==> src/rtl/mem_access_unit_pkg.sv <==
// rtl/mem_access_unit_pkg.sv - shared constants and FSM encoding for the MEM stage
// Contents: control_in bit positions, IDLE/BUSY state encoding, watchdog limit.
package mem_access_unit_pkg;

  localparam int CTL_MEM_READ   = 0;
  localparam int CTL_MEM_WRITE  = 1;
  localparam int CTL_BYTE       = 2;
  localparam int CTL_REG_WRITE  = 3;
  localparam int CTL_MEM_TO_REG = 4;
  localparam int CTL_BRANCH     = 5;

  // Number of BUSY cycles without ack after which the transfer is abandoned.
  localparam logic [7:0] WDOG_LIMIT = 8'd255;

  typedef enum logic {
    ST_IDLE = 1'b0,
    ST_BUSY = 1'b1
  } state_t;

endpackage

==> src/rtl/mem_access_unit_if.sv <==
// rtl/mem_access_unit_if.sv - data-memory request/ack bus
// Signals: mem_req, mem_we, mem_addr, mem_wdata, mem_be (unit -> memory);
//          mem_rdata, mem_ack (memory -> unit).
// Modports: master (the access unit), slave (the memory).
interface mem_access_unit_if;

  logic        mem_req;
  logic        mem_we;
  logic [31:0] mem_addr;
  logic [31:0] mem_wdata;
  logic [3:0]  mem_be;
  logic [31:0] mem_rdata;
  logic        mem_ack;

  modport master (
    output mem_req, mem_we, mem_addr, mem_wdata, mem_be,
    input  mem_rdata, mem_ack
  );

  modport slave (
    input  mem_req, mem_we, mem_addr, mem_wdata, mem_be,
    output mem_rdata, mem_ack
  );

endinterface

==> src/rtl/mem_lane_align.sv <==
// rtl/mem_lane_align.sv - byte-lane steering for stores and loads
// Ports:
//   byte_access  in   1  1 = byte access, 0 = word access
//   lane         in   2  byte lane (address bits [1:0])
//   store_data   in  32  raw store data
//   rdata        in  32  raw memory read data
//   wdata        out 32  lane-aligned store data
//   be           out  4  byte enables
//   load_data    out 32  extracted, zero-extended load data
module mem_lane_align (
  input  logic        byte_access,
  input  logic [1:0]  lane,
  input  logic [31:0] store_data,
  input  logic [31:0] rdata,
  output logic [31:0] wdata,
  output logic [3:0]  be,
  output logic [31:0] load_data
);

  logic [7:0] sel_byte;

  always_comb begin
    sel_byte = rdata[7:0];
    case (lane)
      2'd0: sel_byte = rdata[7:0];
      2'd1: sel_byte = rdata[15:8];
      2'd2: sel_byte = rdata[23:16];
      2'd3: sel_byte = rdata[31:24];
      default: sel_byte = rdata[7:0];
    endcase
  end

  always_comb begin
    wdata     = store_data;
    be        = 4'b1111;
    load_data = rdata;
    if (byte_access) begin
      // Replicating the byte lets the memory pick it up on whichever lane is enabled.
      wdata     = {4{store_data[7:0]}};
      be        = 4'b0001 << lane;
      load_data = {24'd0, sel_byte};
    end
  end

endmodule

==> src/rtl/mem_access_unit.sv <==
// rtl/mem_access_unit.sv - MEM pipeline stage: memory handshake, stall, watchdog, M/WB register
// Ports:
//   clk, reset        clock, asynchronous active-high reset
//   address_in        ALU result (memory address or ALU value)
//   next_pc_in        branch target (routed externally, not used here)
//   ALU_zero_in       ALU zero flag
//   data_in           store data
//   control_in        [0] mem_read [1] mem_write [2] byte [3] reg_write [4] mem_to_reg [5] branch
//   rgD_index_in      destination register index
//   mem               memory bus (master side)
//   stall             holds EX/M and earlier stages
//   wb_valid/wb_data/wb_rd/wb_reg_write  registered M/WB fields, wb_valid is a 1-cycle pulse
//   pc_src            branch taken
//   mem_err           1-cycle pulse on misaligned access or watchdog timeout
module mem_access_unit
  import mem_access_unit_pkg::*;
(
  input  logic        clk,
  input  logic        reset,
  input  logic [31:0] address_in,
  input  logic [31:0] next_pc_in,
  input  logic        ALU_zero_in,
  input  logic [31:0] data_in,
  input  logic [5:0]  control_in,
  input  logic [4:0]  rgD_index_in,
  mem_access_unit_if.master mem,
  output logic        stall,
  output logic        wb_valid,
  output logic [31:0] wb_data,
  output logic [4:0]  wb_rd,
  output logic        wb_reg_write,
  output logic        pc_src,
  output logic        mem_err
);

  state_t      state;
  logic [7:0]  wdog_cnt;

  // Request fields captured at issue; EX/M is frozen while BUSY but these
  // keep the writeback independent of what the upstream register holds.
  logic        lat_byte;
  logic [1:0]  lat_lane;
  logic        lat_load;
  logic [31:0] lat_addr;
  logic        lat_reg_write;
  logic [4:0]  lat_rd;

  logic        mem_op;
  logic        misaligned;
  logic        issue;
  logic        busy;
  logic        timeout;

  logic        align_byte;
  logic [1:0]  align_lane;
  logic [31:0] align_wdata;
  logic [3:0]  align_be;
  logic [31:0] align_load;

  logic        unused_inputs;
  assign unused_inputs = ^{next_pc_in, control_in[CTL_MEM_TO_REG]};

  assign mem_op     = control_in[CTL_MEM_READ] | control_in[CTL_MEM_WRITE];
  assign misaligned = mem_op && !control_in[CTL_BYTE] && (address_in[1:0] != 2'b00);
  assign busy       = (state == ST_BUSY);
  assign issue      = (state == ST_IDLE) && mem_op && !misaligned;
  // wdog_cnt holds the number of BUSY cycles already spent, so this is the 255th one.
  assign timeout    = busy && !mem.mem_ack && (wdog_cnt == WDOG_LIMIT - 8'd1);

  // Stall releases in the completing cycle so EX/M loads the next op at the same edge
  // the FSM returns to IDLE. Gated by reset so a held mem op cannot stall during reset.
  assign stall  = !reset && (issue || (busy && !mem.mem_ack && !timeout));
  assign pc_src = !reset && !stall && control_in[CTL_BRANCH] && ALU_zero_in;

  // Issue-time steering comes from the live inputs, completion-time from the latch.
  assign align_byte = busy ? lat_byte : control_in[CTL_BYTE];
  assign align_lane = busy ? lat_lane : address_in[1:0];

  mem_lane_align u_lane_align (
    .byte_access (align_byte),
    .lane        (align_lane),
    .store_data  (data_in),
    .rdata       (mem.mem_rdata),
    .wdata       (align_wdata),
    .be          (align_be),
    .load_data   (align_load)
  );

  always_ff @(posedge clk or posedge reset) begin
    if (reset) begin
      state         <= ST_IDLE;
      wdog_cnt      <= 8'd0;
      mem.mem_req   <= 1'b0;
      mem.mem_we    <= 1'b0;
      mem.mem_addr  <= 32'd0;
      mem.mem_wdata <= 32'd0;
      mem.mem_be    <= 4'b0000;
      wb_valid      <= 1'b0;
      wb_data       <= 32'd0;
      wb_rd         <= 5'd0;
      wb_reg_write  <= 1'b0;
      mem_err       <= 1'b0;
      lat_byte      <= 1'b0;
      lat_lane      <= 2'd0;
      lat_load      <= 1'b0;
      lat_addr      <= 32'd0;
      lat_reg_write <= 1'b0;
      lat_rd        <= 5'd0;
    end else begin
      wb_valid <= 1'b0;
      mem_err  <= 1'b0;
      case (state)
        ST_IDLE: begin
          if (issue) begin
            state         <= ST_BUSY;
            wdog_cnt      <= 8'd0;
            mem.mem_req   <= 1'b1;
            mem.mem_we    <= control_in[CTL_MEM_WRITE];
            mem.mem_addr  <= {address_in[31:2], 2'b00};
            mem.mem_wdata <= control_in[CTL_MEM_WRITE] ? align_wdata : 32'd0;
            mem.mem_be    <= align_be;
            lat_byte      <= control_in[CTL_BYTE];
            lat_lane      <= address_in[1:0];
            lat_load      <= !control_in[CTL_MEM_WRITE];
            lat_addr      <= address_in;
            lat_reg_write <= control_in[CTL_REG_WRITE];
            lat_rd        <= rgD_index_in;
          end else if (misaligned) begin
            wb_valid     <= 1'b1;
            mem_err      <= 1'b1;
            wb_data      <= address_in;
            wb_rd        <= rgD_index_in;
            wb_reg_write <= 1'b0;
          end else if (control_in != 6'd0) begin
            wb_valid     <= 1'b1;
            wb_data      <= address_in;
            wb_rd        <= rgD_index_in;
            wb_reg_write <= control_in[CTL_REG_WRITE];
          end
        end
        ST_BUSY: begin
          if (mem.mem_ack) begin
            state        <= ST_IDLE;
            mem.mem_req  <= 1'b0;
            mem.mem_we   <= 1'b0;
            mem.mem_be   <= 4'b0000;
            wb_valid     <= 1'b1;
            wb_data      <= lat_load ? align_load : lat_addr;
            wb_rd        <= lat_rd;
            wb_reg_write <= lat_reg_write;
          end else if (timeout) begin
            state        <= ST_IDLE;
            mem.mem_req  <= 1'b0;
            mem.mem_we   <= 1'b0;
            mem.mem_be   <= 4'b0000;
            mem_err      <= 1'b1;
            wb_valid     <= 1'b1;
            wb_data      <= lat_addr;
            wb_rd        <= lat_rd;
            wb_reg_write <= 1'b0;
          end else begin
            wdog_cnt <= wdog_cnt + 8'd1;
          end
        end
        default: state <= ST_IDLE;
      endcase
    end
  end

endmodule

==> src/flat_wrapper.sv <==
// flat-port wrapper written by rule: the top's interface ports become plain ports
module mem_access_unit_flat import mem_access_unit_pkg::*;
  (clk, reset, address_in, next_pc_in, ALU_zero_in, data_in, control_in, rgD_index_in, stall, wb_valid, wb_data, wb_rd, wb_reg_write, pc_src, mem_err, mem_mem_req, mem_mem_we, mem_mem_addr, mem_mem_wdata, mem_mem_be, mem_mem_rdata, mem_mem_ack);
  mem_access_unit_if mem_i ();
  input  logic clk;
  input  logic reset;
  input  logic [31:0] address_in;
  input  logic [31:0] next_pc_in;
  input  logic ALU_zero_in;
  input  logic [31:0] data_in;
  input  logic [5:0] control_in;
  input  logic [4:0] rgD_index_in;
  output logic stall;
  output logic wb_valid;
  output logic [31:0] wb_data;
  output logic [4:0] wb_rd;
  output logic wb_reg_write;
  output logic pc_src;
  output logic mem_err;
  output wire logic [$bits(mem_i.mem_req)-1:0] mem_mem_req;
  output wire logic [$bits(mem_i.mem_we)-1:0] mem_mem_we;
  output wire logic [$bits(mem_i.mem_addr)-1:0] mem_mem_addr;
  output wire logic [$bits(mem_i.mem_wdata)-1:0] mem_mem_wdata;
  output wire logic [$bits(mem_i.mem_be)-1:0] mem_mem_be;
  input wire logic [$bits(mem_i.mem_rdata)-1:0] mem_mem_rdata;
  input wire logic [$bits(mem_i.mem_ack)-1:0] mem_mem_ack;
  assign mem_mem_req = mem_i.mem_req;
  assign mem_mem_we = mem_i.mem_we;
  assign mem_mem_addr = mem_i.mem_addr;
  assign mem_mem_wdata = mem_i.mem_wdata;
  assign mem_mem_be = mem_i.mem_be;
  assign mem_i.mem_rdata = mem_mem_rdata;
  assign mem_i.mem_ack = mem_mem_ack;
  mem_access_unit u_core (.clk(clk), .reset(reset), .address_in(address_in), .next_pc_in(next_pc_in), .ALU_zero_in(ALU_zero_in), .data_in(data_in), .control_in(control_in), .rgD_index_in(rgD_index_in), .mem(mem_i), .stall(stall), .wb_valid(wb_valid), .wb_data(wb_data), .wb_rd(wb_rd), .wb_reg_write(wb_reg_write), .pc_src(pc_src), .mem_err(mem_err));
endmodule
==> config.mk <==
export PLATFORM = sky130hd
export DESIGN_NAME = mem_access_unit_flat
export DESIGN_NICKNAME = d
export VERILOG_FILES = /design/src/rtl/mem_access_unit_pkg.sv /design/src/rtl/mem_access_unit_if.sv /design/src/rtl/mem_lane_align.sv /design/src/rtl/mem_access_unit.sv /design/src/flat_wrapper.sv
export SDC_FILE = /design/constraint.sdc
export NUM_CORES = 1
export LEC_CHECK = 0
export ABC_AREA = 0
export CAP_MARGIN = 40
export CORE_MARGIN = 1.5
export CORE_UTILIZATION = 40
export DETAILED_ROUTE_END_ITERATION = 10
export PLACE_DENSITY = 0.73
export RECOVER_POWER = 25
export SETUP_SLACK_MARGIN = 0.2
export SLEW_MARGIN = 20
export SYNTH_ARGS = -nofsm -noshare
export SYNTH_HDL_FRONTEND = slang
export SYNTH_SLANG_ARGS = --single-unit
==> constraint.sdc <==
create_clock -name clk -period 4.75 [get_ports clk]
set_input_delay 0.475 -clock clk [delete_from_list [all_inputs] [get_ports clk]]
set_output_delay 0.475 -clock clk [all_outputs]
set_load 0.02 [all_outputs]
# --- Word level (Yosys, flattened, before mapping) ---
# Cells that the tools add are included.
word_totals:
  regBits: 159
  output_inout_bits: 112
  elab_cells: 111
op_classes:
  addsub: 1
  eq_ne: 10
  n_shift: 1
  mux: 53
  bitwise: 2
  reduce_logical: 26
op_table:
  columns: ["op", "count"]
  rows:
  - ["2-to-1 mux 32 bit", 9]
  - ["case mux 32 bit (2 select lines)", 1]
  - ["case mux 8 bit (4 select lines)", 1]
  - ["2-to-1 mux 5 bit", 5]
  - ["2-to-1 mux 8 bit", 3]
  - ["2-to-1 mux 1 bit", 20]
  - ["2-to-1 mux 4 bit", 4]
  - ["case mux 8 bit (2 select lines)", 1]
  - ["case mux 1 bit (2 select lines)", 6]
  - ["logical AND 1 bit", 11]
  - ["case mux 5 bit (2 select lines)", 1]
  - ["adder 8 x 1 -> 8 bit (second input constant)", 1]
  - ["equality test 8 bit (second input constant)", 1]
  - ["case mux 4 bit (2 select lines)", 1]
  - ["logical NOT 1 bit", 7]
  - ["inequality test 2 bit (second input constant)", 3]
  - ["AND reduction 3 bit", 2]
  - ["nonzero test 6 bit", 1]
  - ["equality test 2 bit (second input constant)", 2]
  - ["AND reduction 2 bit", 2]
  - ["<< shifter 1 x 2 -> 4 bit (first input constant)", 1]
  - ["inequality test 3 x 2 -> 1 bit (second input constant)", 1]
  - ["inequality test 3 bit (second input constant)", 1]
  - ["equality test 2 x 1 -> 1 bit (second input constant)", 1]
  - ["other kinds (7)", 7]

# --- Longest topological paths before layout ---
depth:
  ltp_word: 11
  mapped_depth: 8
  depth_no_buf: 7

# --- By module ---
# From an unflattened synthesis, not the netlist that was laid out.
hier_totals:
  hier_cells: 753
  area_unflattened_um2: 6841.6
modules_own_cells:
  columns: ["module", "instances", "cells_per_inst", "area_per_inst_um2", "seq_area_each_um2"]
  rows:
  - ["mem_access_unit", 1, 614, 6030.8, 3178.0]
  - ["mem_lane_align", 1, 139, 810.8, 0.0]

# --- Worst setup path before layout ---
# No wires, ideal clock.
synth_timing:
  kind: "in2out"
  start: "in control_in[2]"
  end: "out pc_src"
  t_arrival_ns: 1.730
  required_time_ns: 4.275
  setup_slack_ns: 2.545
  path_stages: 6
  path_cell_list: "buf_2 > o21bai_4 > nand2_1 > buf_2 > nand2_1 > nor3_1"
synth_via:
  elab_chain_cells: 11
synth_lines:
  columns: ["element", "line_no", "rtl"]
  rows:
  - ["start: declaration", "flat_wrapper.sv:11", "input logic [5:0] control_in;"]
  - ["logical NOT 1 bit", "mem_access_unit.sv:64", "assign misaligned = mem_op && !control_in[CTL_BYTE] && (address_in[1:0] != 2'b00);"]
  - ["logical AND 1 bit (2 in a row)", "mem_access_unit.sv:64", null]
  - ["logical NOT 1 bit", "mem_access_unit.sv:66", "assign issue = (state == ST_IDLE) && mem_op && !misaligned;"]
  - ["logical AND 1 bit", "mem_access_unit.sv:66", null]
  - ["logical OR 1 bit", "mem_access_unit.sv:72", "assign stall = !reset && (issue || (busy && !mem.mem_ack && !timeout));"]
  - ["logical AND 1 bit", "mem_access_unit.sv:72", null]
  - ["logical NOT 1 bit", "mem_access_unit.sv:73", "assign pc_src = !reset && !stall && control_in[CTL_BRANCH] && ALU_zero_in;"]
  - ["logical AND 1 bit (3 in a row)", "mem_access_unit.sv:73", null]
  - ["end: declaration", "flat_wrapper.sv:18", "output logic pc_src;"]
# No other way between the ends.

==> flow_summary_export.csv <==
group,metric,value,unit
outcome,status,"finished, violations left",
outcome,violations,"max-capacitance violations, max-slew violations",
power_and_ir_drop,switching_share,0.3563,
floorplanning,boundaryPins,255,
yosys,yosysTopAreaCell,"dfrtp_1",
worst_setup_path,critPathMaxFanout,52,
clock_tree,clk_pin_slew_worst_paths,0.06,ns
yosys,synth_edf_count,0,
worst_setup_path,path_buf_inv,3,
floorplanning,dieArea,17930,um^2
finish,drive_above_1_share,0.09847,
sta,clock_skew,0.007599,ns
sta,min_period,3.388,ns
clock_tree,cts.path.max_buffers,2,
worst_setup_path,worst-r2r-setup-slack,2.48,ns
worst_setup_path,cp_top_family,"buffers and inverters",
yosys,synth-adder-area-share,0.003651,
power_and_ir_drop,p_int,3.228,mW
yosys,ys_warn_count,0,
yosys,netlist_instances,736,
sta,fin_setup_tns,0,ns
worst_setup_path,cp_slowest_cell,"clkinvlp_2",
worst_hold_path,min_path_cells,2,
place,post-dp-hpwl,14820,um
yosys,seq_area_frac_synth,0.4637,
power_and_ir_drop,pwr-share-clk,0.263,
finish,area_growth,38.88,%
power_and_ir_drop,sequentialPowerShare,0.329,
global_routing,grt_pass1_vias,5903,
place,gp_congestion,0.7974,
clock_tree,cts_num_sinks,127,
route,drtAntennaViolNets,0,
floorplanning,initial_core_util,0.4118,
sta,timing.fmax,295.2,MHz
yosys,ys.flop_type,"dfrtp_1",
floorplanning,core_area,16640,um^2
sta,max-slew-margin-rel,-0.6126,
clock_tree,postCtsSetupBuffers,0,
worst_setup_path,timing.critical_path.cells,"dlygate4sd3_1, clkinvlp_2, clkbuf_2",
yosys,synth-seq-cells,127,
power_and_ir_drop,pwr-share-comb,0.408,
worst_hold_path,min-delay-path-class,"register to register",
global_routing,antenna_found_initial,0,
yosys,yosys.area_share.simple,0.1953,
yosys,synthXorXnorAreaFrac,0.001278,
yosys,synthTopCellsByArea,"dfrtp_1 46%, nand2_1 9.4%, mux2_4 5.0%, buf_4 3.9%, a21oi_1 3.4%",
yosys,synthMuxAreaShare,0.06937,
global_routing,grt_usage,0.2356,
global_routing,grt_overflow_total,0,
sta,setup_violations,0,
worst_setup_path,reg2reg_depth,7,
route,viasPerCell,5.362,
power_and_ir_drop,max-vdd-ir-drop,254.5,uV
sta,finalMaxSlewViolations,53,
yosys,syn_area,6854,um^2
global_routing,grt_pass1_wl,32530,um
clock_tree,hold_buffers,0,
floorplanning,chipWidth,133.9,um
route,avgRoutedWirePerCell,18.32,um
floorplanning,rows,47,
sta,worst_pin_slew,2.406,ns
power_and_ir_drop,finalPower,5.015,mW
worst_setup_path,critPathLaunch,"reset",
yosys,synthArstFlopShare,1.000,
route,vias,6080,
yosys,synth_cell_types,59,
worst_setup_path,r2r_end,"u_core.wb_data[14]$_DFFE_PP0P_",
clock_tree,cts_root_buf,"clkbuf_16",
job,cap_viol_max_count,1,
yosys,yosys.area.top_type_share,0.4637,
place,port_buffers,220,
global_routing,grt_max_degree,57,
worst_setup_path,cp-start-kind,"input port",
finish,n_fill_cell,1476,
worst_setup_path,cp_slowest_stage_delay,1.39,ns
clock_tree,clk_latency,0.42,ns
worst_setup_path,r2r-start,"u_core.wdog_cnt[0]$_DFFE_PP0P_",
route,drtIter0Drc,381,
worst_setup_path,cp.required,5.05,ns
yosys,syn_area_per_cell,9.313,um^2
clock_tree,htree_levels,4,
worst_setup_path,worstPathArrival,3.69,ns
finish,nets,1046,
yosys,synth_top_family_by_area,"simple AND/OR/NAND/NOR gates",
worst_setup_path,end_kind,"async pin",
worst_hold_path,hold_start,"u_core.lat_rd[3]$_DFFE_PP0P_",
route,drt_first_pass_iters,5,
power_and_ir_drop,pwr_density_cell,526.9,nW/um^2
route,drc,0,
power_and_ir_drop,p_switching,1.787,mW
clock_tree,cts_tree,"done",
worst_setup_path,critPathKind,"input port to async pin",
sta,hold_violations,0,
worst_hold_path,hold_end,"u_core.lat_rd[3]$_DFFE_PP0P_",
finish,final_area,9519,um^2
place,place_area,8939,um^2
finish,diodes,0,
power_and_ir_drop,leakage,4.113,nW
yosys,synth_compound_area_frac,0.1765,
sta,rsz0062_at_grt,"false",
clock_tree,cts-resized-gates,0,
floorplanning,die_h,133.9,um
route,routed_wl,20780,um
clock_tree,cts_buffers,17,
sta,fin_crit_sh,0.7132,
power by group through the flow:
stage / combinational, mW / clock, mW / sequential, mW
CTS: 2.04 / 1.34 / 1.67
global route: 2.19 / 1.39 / 1.69
finish: 2.04 / 1.32 / 1.65
detailed placement: 2.03 / 0 / 1.68
floorplan: 1.00 / 0 / 1.88
global placement: 1.99 / 0 / 1.67
kinds of logic after synthesis:
logic type | after synthesis
DFF | 127
other | 1
and+or+nand+nor | 284
AOI/OAI and AO/OA | 182
adders and majority gates | 2
buffers and inverters | 104
muxes | 35
xor gates and xnor gates | 1
cell usage after synthesis (2+ instances only):
cell type	number
nand2_1	172
a32o_1	2
mux2_4	23
mux2_1	3
inv_1	15
o21ai_0	7
a21oi_1	46
a22o_1	9
a21o_1	3
a31oi_1	35
o2111ai_1	6
dfrtp_1	127
buf_6	7
ha_1	2
o31ai_1	12
o211ai_1	12
mux2_2	2
and3b_1	2
mux2i_1	6
a21bo_2	6
a211oi_1	7
nand4b_1	18
nor2b_1	16
buf_2	26
o21ai_1	24
nor2_1	35
and2_1	3
o221ai_1	2
or3_1	7
buf_4	36
nor3_1	4
nand3_1	12
o2bb2ai_1	2
a32oi_1	2
clkbuf_1	18
or4_1	4
placed cells by master, fill, tap and decap left out, drive strengths merged, types with 14 or more instances in the layout:
cell type / n
nor2: 36
a21oi: 47
a31oi: 35
dfrtp: 127
inv: 15
mux2: 28
o21ai: 31
nand3: 14
nor2b: 16
nand4b: 18
clkbuf: 22
nand2: 172
clkdlybuf4s50: 219
worst reg2reg max path: stages, from the launching register on:
cell     delay, ns
dfrtp_1       0.42
inv_1         0.07
ha_1          0.13
and3_4        0.21
a21o_4        0.27
nand3_4       0.17
inv_4         0.47
mux2_1        0.41
stage by stage:
stage                     hold WS [ns]  std cells    util  setup WS [ns]
final                           0.4801       1134  0.5720          1.362
after global routing            0.4991       1134  0.5720         0.7311
after CTS                       0.4817       1133  0.5727          1.490
after detailed placement        0.4651       1101  0.5371          1.485
after global placement          0.4593       1096  0.5320          1.528
after floorplan                 0.4454        737       -         0.8907
layout make-up:
| cell class | instances | area (um^2) | share of cell area |
|---|---|---|---|
| inverter | 16 | 63.81 | 0.006703 |
| tap | 220 | 275.3 | 0.02892 |
| clock inverter | 11 | 141.4 | 0.01485 |
| clock buffer | 21 | 450.4 | 0.04732 |
| timing repair buffer | 233 | 2332 | 0.2450 |
| sequential | 127 | 3182 | 0.3343 |
| multi-input combinational | 506 | 3074 | 0.3229 |
flip-flops by register name, summed over array words and instances, names as in the netlist, 4 cells and up:
signal / count
u_core.mem.mem_be: 4
u_core.wdog_cnt: 8
u_core.lat_addr: 31
u_core.mem.mem_wdata: 32
u_core.lat_rd: 5
u_core.wb_rd: 5
u_core.wb_data: 32
routing by layer:
layer,share of wire,vias to the layer above,global-route usage
met5,0,-,0
met4,0.021,0,0.08031
met3,0.081,32,0.06500
met2,0.47,246,0.3794
met1,0.42,2923,0.3061
li1,-,2879,-
how the worst max path moves through the flow:
stage	endpoint	slack [ns]	cells after the start
4_1_cts	pc_src	1.49	7
3_3_place_gp	pc_src	1.53	7
6_report	u_core.mem.mem_wdata[14]$_DFFE_PP0P_	1.36	3
3_5_place_dp	pc_src	1.49	7
5_1_grt	u_core.mem.mem_wdata[14]$_DFFE_PP0P_	0.73	3
2_1_floorplan	u_core.busy$_DFF_PP0_	0.89	1
(Power assumes the default switching activity.)
